--- src/rtl/fetch_pkg.sv ---
// ============================================================================
// fetch_pkg : shared types, opcodes and helpers for the fetch front end
// Revision  : 1.0
// ============================================================================
`default_nettype none

package fetch_pkg;

    typedef logic [1:0] fetch_state_t;

    localparam fetch_state_t IDLE      = 2'd0;
    localparam fetch_state_t WAIT      = 2'd1;
    localparam fetch_state_t WAIT_KILL = 2'd2;

    localparam logic [5:0] OPC_J = 6'b000010;

    // Operates at 64 bits so any XLEN up to 64 can truncate the result.
    function automatic logic [63:0] jump_target(input logic [63:0] pc_plus_4,
                                                input logic [31:0] inst);
        return (pc_plus_4 & ~64'h0FFF_FFFF) | {36'd0, inst[25:0], 2'b00};
    endfunction

endpackage

`default_nettype wire

--- src/rtl/fetch_fifo.sv ---
// ============================================================================
// fetch_fifo : prefetch queue with synchronous flush and registered head
// Revision   : 1.0
// ============================================================================
`default_nettype none

module fetch_fifo
    import fetch_pkg::*;
#(
    parameter int DEPTH = 4,
    parameter int WIDTH = 65
) (
    input  logic                   clk,
    input  logic                   rst,
    input  logic                   i_flush,
    input  logic                   i_push,
    input  logic [WIDTH-1:0]       i_wdata,
    input  logic                   i_pop,
    output logic [WIDTH-1:0]       o_head,
    output logic [$clog2(DEPTH):0] o_count
);

    localparam int PW = $clog2(DEPTH);

    logic [WIDTH-1:0] r_mem [DEPTH];
    logic [WIDTH-1:0] r_head;
    logic [PW-1:0]    r_wr;
    logic [PW-1:0]    r_rd;
    logic [PW-1:0]    w_rd_next;
    logic [PW:0]      r_count;
    logic [PW:0]      w_count_next;
    logic             w_push;
    logic             w_pop;

    assign w_pop  = i_pop && (r_count != '0);
    assign w_push = i_push && ((r_count != (PW+1)'(DEPTH)) || w_pop);

    always_comb begin
        w_rd_next    = w_pop ? r_rd + PW'(1) : r_rd;
        w_count_next = r_count;
        case ({w_push, w_pop})
            2'b10:   w_count_next = r_count + (PW+1)'(1);
            2'b01:   w_count_next = r_count - (PW+1)'(1);
            default: w_count_next = r_count;
        endcase
    end

    always_ff @(posedge clk) begin
        if (w_push && !i_flush) begin
            r_mem[r_wr] <= i_wdata;
        end
    end

    // The head register is loaded with whatever entry the read pointer will
    // address next, bypassing the array when that entry is written now.
    always_ff @(posedge clk) begin
        if (rst || i_flush) begin
            r_wr    <= '0;
            r_rd    <= '0;
            r_count <= '0;
            r_head  <= '0;
        end else begin
            if (w_push) begin
                r_wr <= r_wr + PW'(1);
            end
            r_rd    <= w_rd_next;
            r_count <= w_count_next;
            if (w_count_next == '0) begin
                r_head <= '0;
            end else if (w_push && (r_wr == w_rd_next)) begin
                r_head <= i_wdata;
            end else begin
                r_head <= r_mem[w_rd_next];
            end
        end
    end

    assign o_head  = r_head;
    assign o_count = r_count;

endmodule

`default_nettype wire

--- src/rtl/fetch_queue.sv ---
// ============================================================================
// fetch_queue : PC sequencer, single-outstanding imem handshake, prefetch queue
// Optional J-type predecode at fetch time: FETCH_JUMP_PREDECODE_EN
// Revision    : 1.0
// ============================================================================
`default_nettype none

module fetch_queue
    import fetch_pkg::*;
#(
    parameter int              XLEN     = 32,
    parameter int              DEPTH    = 4,
    parameter logic [XLEN-1:0] RESET_PC = '0
) (
    input  logic            clock,
    input  logic            reset,
    output logic            imem_req,
    output logic [XLEN-1:0] imem_addr,
    input  logic            imem_ack,
    input  logic [31:0]     imem_rdata,
    input  logic            redirect,
    input  logic [XLEN-1:0] redirect_pc,
    output logic            dq_valid,
    input  logic            dq_ready,
    output logic [31:0]     dq_inst,
    output logic [XLEN-1:0] dq_pc_plus_4,
    output logic            dq_predicted
);

    localparam int WIDTH = 32 + XLEN + 1;
    localparam int CW    = $clog2(DEPTH) + 1;

    fetch_state_t    r_state;
    logic [XLEN-1:0] r_pc;
    logic [XLEN-1:0] w_pc_plus_4;
    logic [XLEN-1:0] w_next_pc;
    logic            w_pred;
    logic            w_take;
    logic            w_pop;
    logic [CW-1:0]   w_count;
    logic [WIDTH-1:0] w_head;

    assign w_pc_plus_4 = r_pc + XLEN'(4);

`ifdef FETCH_JUMP_PREDECODE_EN
    assign w_pred    = (imem_rdata[31:26] == OPC_J);
    assign w_next_pc = w_pred ? XLEN'(jump_target(64'(w_pc_plus_4), imem_rdata))
                              : w_pc_plus_4;
`else
    assign w_pred    = 1'b0;
    assign w_next_pc = w_pc_plus_4;
`endif

    // A redirect cycle never issues: the old-PC request would otherwise leave
    // an untracked response outstanding while the FSM stays in IDLE.
    assign imem_req  = !reset && !redirect && (r_state == IDLE)
                       && (32'(w_count) < DEPTH);
    assign imem_addr = r_pc;

    assign w_take = (r_state == WAIT) && imem_ack && !redirect;
    assign w_pop  = dq_valid && dq_ready && !redirect;

    always_ff @(posedge clock) begin
        if (reset) begin
            r_pc    <= RESET_PC;
            r_state <= IDLE;
        end else if (redirect) begin
            r_pc <= redirect_pc;
            case (r_state)
                WAIT, WAIT_KILL: r_state <= imem_ack ? IDLE : WAIT_KILL;
                default:         r_state <= IDLE;
            endcase
        end else begin
            case (r_state)
                IDLE: begin
                    if (imem_req) begin
                        r_state <= WAIT;
                    end
                end
                WAIT: begin
                    if (imem_ack) begin
                        r_pc    <= w_next_pc;
                        r_state <= IDLE;
                    end
                end
                WAIT_KILL: begin
                    if (imem_ack) begin
                        r_state <= IDLE;
                    end
                end
                default: r_state <= IDLE;
            endcase
        end
    end

    fetch_fifo #(
        .DEPTH (DEPTH),
        .WIDTH (WIDTH)
    ) u_fifo (
        .clk     (clock),
        .rst     (reset),
        .i_flush (redirect),
        .i_push  (w_take),
        .i_wdata ({imem_rdata, w_pc_plus_4, w_pred}),
        .i_pop   (w_pop),
        .o_head  (w_head),
        .o_count (w_count)
    );

    assign dq_valid     = (w_count != '0);
    assign dq_inst      = w_head[WIDTH-1 -: 32];
    assign dq_pc_plus_4 = w_head[XLEN:1];
    assign dq_predicted = w_head[0];

endmodule

`default_nettype wire
--- config.mk ---
export PLATFORM = sky130hd
export DESIGN_NAME = fetch_queue
export DESIGN_NICKNAME = d
export VERILOG_FILES = /design/src/rtl/fetch_pkg.sv /design/src/rtl/fetch_fifo.sv /design/src/rtl/fetch_queue.sv
export SDC_FILE = /design/constraint.sdc
export NUM_CORES = 1
export LEC_CHECK = 0
export CAP_MARGIN = 20
export CORE_UTILIZATION = 50
export DETAILED_ROUTE_END_ITERATION = 10
export PLACE_DENSITY = 0.72
export SYNTH_ARGS = -nofsm -noshare
export SYNTH_HDL_FRONTEND = slang
export SYNTH_SLANG_ARGS = --single-unit
--- constraint.sdc ---
create_clock -name clock -period 3.8 [get_ports clock]
set_input_delay 0.76 -clock clock [delete_from_list [all_inputs] [get_ports clock]]
set_output_delay 0.76 -clock clock [all_outputs]
set_load 0.02 [all_outputs]
### Word level (Yosys, flattened, before mapping)

Memory sizes are Yosys's and may differ from the RTL's. A register that Yosys moved wholly into a read port is not among the register bits.
Index checks and enable logic that the tools add are counted.

| storage, ports and cells | value |
|---|---|
| memories kept | 1 |
| word-level logic and storage cells | 59 |
| output and inout port bits | 99 |
| memory bits (writable) | 256 |
| register bits | 42 |

Memory list:

| name | depth | bits a word | rd ports | clocked after Yosys merged registers in | wr ports | RTL line | text |
|---|---|---|---|---|---|---|---|
| u_fifo.r_mem | 4 | 64 | 1 | 1 | 1 | fetch_fifo.sv:25 | `logic [WIDTH-1:0] r_mem [DEPTH];` |

| operators by class | value |
|---|---|
| order comparisons | 1 |
| equality and inequality tests | 8 |
| add/sub/neg operators | 5 |
| reduce and logical (&&, ||, !) cells | 25 |
| muxes and demuxes | 13 |

Operators with widths:

| cell | number |
|---|---|
| $mux 32 | 3 |
| $add 32x3->32 const B | 1 |
| $mux 2 | 6 |
| $logic_and 1x1->1 | 11 |
| $ne 3x3->1 const B | 2 |
| $pmux 3 s2 | 1 |
| $add 2x1->2 const B | 2 |
| $eq 2x1->1 const B | 2 |
| $eq 2x2->1 const B | 2 |
| $pmux 2 s2 | 1 |
| $reduce_and 2->1 | 2 |
| $reduce_bool 2->1 | 2 |
| $reduce_or 2->1 | 2 |
| $add 3x1->3 const B | 1 |
| $logic_not 3->1 | 1 |
| $lt 3x3->1 const B | 1 |
| $ne 3x1->1 const B | 1 |
| $reduce_bool 3->1 | 1 |
| $reduce_or 3->1 | 1 |
| $sub 3x1->3 const B | 1 |
| $eq 2x2->1 | 1 |
| $logic_not 1->1 | 2 |
| $logic_not 2->1 | 1 |
| $logic_or 1x1->1 | 2 |
| $mux 1 | 2 |

### Logic depth before layout (Yosys ltp)

| depth | value |
|---|---|
| depth after elaboration | 10 |
| mapped depth | 14 |
| gate-level depth less buffers | 11 |

### Modules after synthesis

From an unflattened synthesis, not the netlist that was laid out.

| second synthesis, totals | value |
|---|---|
| cell total of the unflattened synthesis | 1,536 |
| area, all modules | 17,255.3 sq um |

Modules (own cells, without submodules):

| module | area each (sq um) | sequential area each (sq um) | times used | cells an instance |
|---|---|---|---|---|
| fetch_fifo | 14,779.2 | 9,248.9 | 1 | 1,212 |
| fetch_queue | 2,476.1 | 680.7 | 1 | 324 |

### Worst setup path before layout

OpenSTA, ideal clock, no wires.

| path | value |
|---|---|
| kind | input to register |
| from | input port dq_ready |
| to | register u_fifo.r_head[22] (netlist: u_fifo.o_head[22]), read port of u_fifo.r_mem |
| data required time | 3.679 ns |
| buffers on the path | 4 |
| cell stages on the path | 14 |
| data arrival time | 3.237 ns |
| path slack | 0.442 ns |
| cells stage by stage | buf_2 > nand2b_1 > nor2_1 > buf_2 > clkbuf_1 > nand2_1 > fa_1 > nor2_1 > a32oi_1 > o21ai_0 > a21oi_4 > a31oi_4 > buf_2 > a21oi_1 |

| on the way | value |
|---|---|
| cells in the longest elaborated chain, start to end | 9 |

RTL lines:

| what | RTL line | text |
|---|---|---|
| start, declared | fetch_queue.sv:24 | `input logic dq_ready,` |
| $logic_and 1x1->1 * (2 in a row) | fetch_queue.sv:61 | `assign w_pop = dq_valid && dq_ready && !redirect;` |
| $logic_and 1x1->1 * | fetch_fifo.sv:35 | `assign w_pop = i_pop && (r_count != '0);` |
| $logic_or 1x1->1 | fetch_fifo.sv:36 | `assign w_push = i_push && ((r_count != (PW+1)'(DEPTH)) \|\| w_pop);` |
| $logic_and 1x1->1 | fetch_fifo.sv:36 |  |
| $eq 2x1->1 / $eq 2x2->1 (equally long branches) | fetch_fifo.sv:41 | `case ({w_push, w_pop})` |
| $pmux 3 s2 | fetch_fifo.sv:41 |  |
| $logic_not 3->1 | fetch_fifo.sv:68 | `if (w_count_next == '0) begin` |
| $reduce_or 2->1 (no source line) | -- |  |
| end, declared | fetch_fifo.sv:26 | `logic [WIDTH-1:0] r_head;` |

Every way passes the cells marked *; elsewhere a longest branch is shown, timed or not.
A chain may end at the register's enable or synchronous reset.

### Final worst setup path

| path | value |
|---|---|
| from | input port redirect |
| to | output port imem_req |

| on the way | value |
|---|---|
| cells in the longest elaborated chain, start to end | 4 |

RTL lines:

| what | RTL line | text |
|---|---|---|
| start, declared | fetch_queue.sv:21 | `input logic redirect,` |
| $logic_not 1->1 | fetch_queue.sv:56 | `assign imem_req = !reset && !redirect && (r_state == IDLE)` |
| $logic_and 1x1->1 (2 in a row) | fetch_queue.sv:56 |  |
| $logic_and 1x1->1 | fetch_queue.sv:57 | `&& (32'(w_count) < DEPTH);` |
| end, declared | fetch_queue.sv:17 | `output logic imem_req,` |

Every way passes these cells.

==> flow_summary_export.csv <==
group,metric,value,unit
logic_synthesis,yosysWarnings,0,
logic_synthesis,synth.mux.area_fraction,4.61,%
critical_path,most_used_cell_cp,"sky130_fd_sc_hd__clkdlybuf4s50_1",
timing,fin_worst_skew,14.8,ps
timing,timing.setup.tns,0,ps
timing,finalHoldViolCount,0,
critical_path,timing.critical_path.slowest_cell_delay,630,ps
logic_synthesis,post_synth_instance_area,16300,µm²
logic_synthesis,register_bit_count_reported_by_yosys,361,
routing,drc,0,
global_routing,grt_max_degree,194,
cts,cts.sinks,361,
critical_path,critical_path.top_delay_family,"buffers and inverters",
critical_path,crit_buf_inv,3,
logic_synthesis,main_combinational_cell_family_by_area_after_synthesis,"simple AND/OR/NAND/NOR gates",
logic_synthesis,synth_flop_cell,"sky130_fd_sc_hd__edfxtp_1",
logic_synthesis,synth_edf_count,256,
power,power_report.internal_total,6470,µW
logic_synthesis,synthSimpleGateAreaFrac,16.1,%
global_routing,grt_remaining_overflow,0,
logic_synthesis,synth.distinct_cells,57,
cts,post_cts_buffers,0,
critical_path,worst_flop_to_flop_path_endpoint,"u_fifo.o_head[26]",
die,fp.coreArea,31900,µm²
logic_synthesis,post_synth_main_area_contributors,"sky130_fd_sc_hd__edfxtp_1, sky130_fd_sc_hd__dfxtp_1, sky130_fd_sc_hd__nor3_1",
logic_synthesis,synth_area_per_cell,10.8,µm²
logic_synthesis,yosysSeqAreaShare,59.9,%
critical_path,endpoint_kind_of_the_worst_setup_timing_path,"primary output",
power,seqPwrFrac,52.1,%
placed_design,placement.setup.worst_slack,177,ps
cells_and_area,nNetsFinal,1696,
timing,worst_slack,357,ps
critical_path,setup.reg_to_reg.worst_slack,910,ps
cells_and_area,area_growth_syn_to_layout,19.7,%
global_routing,vias_in_the_first_global_route,11893,
routing,first_iter_violations,1029,
logic_synthesis,synth_top_area_share,47.0,%
die,design.portCount,168,
power,power_switching,1830,µW
timing,grt_setup_unrepaired,"no",
routing,antenna_violating_nets_post_route,0,
cts,clock_tree_from_tritoncts,"yes",
cts,clockRootBuffer,"sky130_fd_sc_hd__clkbuf_16",
outcome,status,"completed",
power,swShare,22.0,%
cts,cts.clk_slew.worst_paths,60,ps
die,start_util,51.3,%
job,maxCapViolCount,0,
routing,route.vias.total,12313,
worst_hold_path,min_delay_startpoint,"r_state[1]",
logic_synthesis,synth_fa_ha_area_share,0.658,%
timing,final.period_utilization,90.6,%
logic_synthesis,synth_compound_gate_area_share,11.6,%
placed_design,place.detailed.hpwl,23000,µm
routing,first_pass_iters,6,
routing,routed_wire_length_per_instance,19.5,µm
global_routing,gr-usage-all-layers,24.0,%
cts,htree_num_levels,2,
timing,timing.final.setup_violations,0,
die,die_footprint,33400,µm²
power,vdd_ir_drop_max,291,µV
placed_design,gp_congestion,0.916,
placed_design,port_buffers,166,
cts,cts_buffer_count,38,
cells_and_area,layout.cells.most_common_list,"sky130_fd_sc_hd__edfxtp_1, sky130_fd_sc_hd__nor3_1, sky130_fd_sc_hd__nand2_1, sky130_fd_sc_hd__clkdlybuf4s50_1, sky130_fd_sc_hd__a21oi_1",
critical_path,cp_data_arrival_time,2680,ps
logic_synthesis,synth_xor_area_share,3.00,%
timing,max_clock_freq,0.290,GHz
critical_path,cp_slowest_cell,"sky130_fd_sc_hd__clkdlybuf4s50_1",
routing,total_wirelength_of_the_detailed_routed_design,40500,µm
power,power.combinational.fraction,6.0,%
power,static-leakage-power,0.00613,µW
worst_hold_path,hold-path-endpoint,"r_state[1]",
power,clkPwrFrac,41.9,%
timing,slew_headroom,29.7,%
die,die-width,183,µm
logic_synthesis,cells_after_synth,1516,
cells_and_area,layout.cells.most_common,"sky130_fd_sc_hd__edfxtp_1",
logic_synthesis,synthDominantAreaCellType,"sky130_fd_sc_hd__edfxtp_1",
die,row_count,65,
routing,post_drt_via_cell_ratio,5.91,
critical_path,timing.reg2reg.worst_path_depth,8,
cts,clkLatencyLatePin,520,ps
power,cellPowerDensity,424,nW/µm²
critical_path,worstSetupStartpointType,"input pin",
timing,post-route-min-period,3440,ps
critical_path,timing.critical_path.required,3040,ps
cts,post_cts.resized_instances,0,
timing,final_max_slew_viol_count,0,
critical_path,reg2reg_from,"u_fifo.o_count[2]",
logic_synthesis,ys_async_sr_fraction,0,%
critical_path,crit_path_cell_trace,"clkdlybuf4s50_1 > buf_4 > or2_2 > nor3b_1 > clkdlybuf4s50_1",
cts,cts_hold_buffers,0,
logic_synthesis,synth.net_count,1593,
cts,cts_buffer_depth,3,
critical_path,critPathKind,"in -> out",
cells_and_area,layout_cell_share_with_drive_strength_beyond_1,7.65,%
worst_hold_path,worstHoldPathType,"reg -> reg",
worst_hold_path,holdPathStages,2,
critical_path,timing.critical_path.fanout_max,33,
die,chip_height,183,µm
global_routing,grt_first_pass_wirelength,63500,µm
cells_and_area,antenna-diode-count,0,
timing,worst-slew-pin-transition,1050,ps
global_routing,antenna_found_initial,0,
## synth_stat cells, types with 3 or more instances
master	count
sky130_fd_sc_hd__o2111ai_1	55
sky130_fd_sc_hd__a211oi_1	9
sky130_fd_sc_hd__nor2_1	92
sky130_fd_sc_hd__and3_1	4
sky130_fd_sc_hd__nand3_1	17
sky130_fd_sc_hd__buf_1	10
sky130_fd_sc_hd__and2_1	9
sky130_fd_sc_hd__nor4_2	6
sky130_fd_sc_hd__xor2_1	25
sky130_fd_sc_hd__a21oi_1	137
sky130_fd_sc_hd__nand2_1	176
sky130_fd_sc_hd__dfxtp_1	105
sky130_fd_sc_hd__a31oi_1	11
sky130_fd_sc_hd__o21ai_0	70
sky130_fd_sc_hd__and4_1	5
sky130_fd_sc_hd__buf_2	31
sky130_fd_sc_hd__a211oi_2	5
sky130_fd_sc_hd__inv_1	18
sky130_fd_sc_hd__buf_6	6
sky130_fd_sc_hd__mux2i_1	73
sky130_fd_sc_hd__o21bai_1	9
sky130_fd_sc_hd__edfxtp_1	256
sky130_fd_sc_hd__ha_1	7
sky130_fd_sc_hd__nor3_1	211
sky130_fd_sc_hd__clkbuf_1	82
sky130_fd_sc_hd__nand4_1	8
sky130_fd_sc_hd__or2_2	4
sky130_fd_sc_hd__nor3_4	3
sky130_fd_sc_hd__buf_4	4
sky130_fd_sc_hd__or3_1	3
sky130_fd_sc_hd__xnor2_1	31
## routing by layer
metal / global-route usage [%] / wire, µm / vias up
li1: - / - / 5784
met1: 33.9 / 17800 / 5877
met4: 6.97 / 696 / 0
met3: 3.85 / 3200 / 59
met2: 38.5 / 18800 / 593
met5: 0 / 0 / -
## per-stage QoR
| stage | hold WS, ps | utilization [%] | total power (µW) | area, µm² | std cells |
|---|---|---|---|---|---|
| 2_1_floorplan | 465 | - | 4650 | 16300 | 1516 |
| 3_3_place_gp | 484 | 57.7 | 4890 | 18400 | 2014 |
| 4_1_cts | 517 | 61.4 | 8350 | 19600 | 2082 |
| 3_5_place_dp | 503 | 57.7 | 4900 | 18400 | 2014 |
| 6_report | 513 | 61.4 | 8300 | 19600 | 2082 |
| 5_1_grt | 566 | 61.4 | 8550 | 19600 | 2082 |
## worst max path at each step
| stage | start | slack, ps | endpoint | depth (start not counted) |
|---|---|---|---|---|
| floorplan | dq_ready | 440 | u_fifo.o_head[22] | 14 |
| global placement | redirect | 260 | u_fifo.o_head[62] | 13 |
| detailed placement | redirect | 180 | u_fifo.o_head[26] | 9 |
| CTS | redirect | 330 | imem_req | 5 |
| global route | redirect | 270 | imem_req | 5 |
| finish | redirect | 360 | imem_req | 5 |
## tightest hold or removal path, cell delays in order (launching register included)
cell	delay, ps
sky130_fd_sc_hd__dfxtp_1	300
sky130_fd_sc_hd__inv_1	90
sky130_fd_sc_hd__a211oi_1	80
## state kept, by name, summed over array words and instances, names as in the netlist
signal          count
imem_addr          32
r_state             2
u_fifo.o_count      3
u_fifo.o_head      64
u_fifo.r_mem      256
u_fifo.r_rd         2
u_fifo.r_wr         2
## power groups by stage
stage,combinational (µW),clock (µW),sequential [µW]
detailed placement,495,0,4400
finish,500,3480,4320
global placement,486,0,4400
floorplan,217,0,4430
CTS,499,3530,4320
global route,536,3680,4330
## kinds of logic (layout without fill, tap and decap cells)
kind of cell / Yosys count / in the layout
AOI/OAI and AO/OA: 308 / 308
xor gates and xnor gates: 56 / 56
adders and majority gates: 8 / 8
buffers and inverters: 152 / 283
DFF: 361 / 361
muxes: 75 / 75
other: 1 / 1
and+or+nand+nor: 555 / 555
## cell type report
cell class	count	area [µm²]
Fill cell	2577	12300
Sequential cell	361	9800
Multi-Input combinational cell	1003	5920
Timing Repair Buffer	196	2060
Clock buffer	45	1020
Tap cell	435	544
Clock inverter	23	153
Inverter	19	71.3
Power figures use the tool's default switching activity.
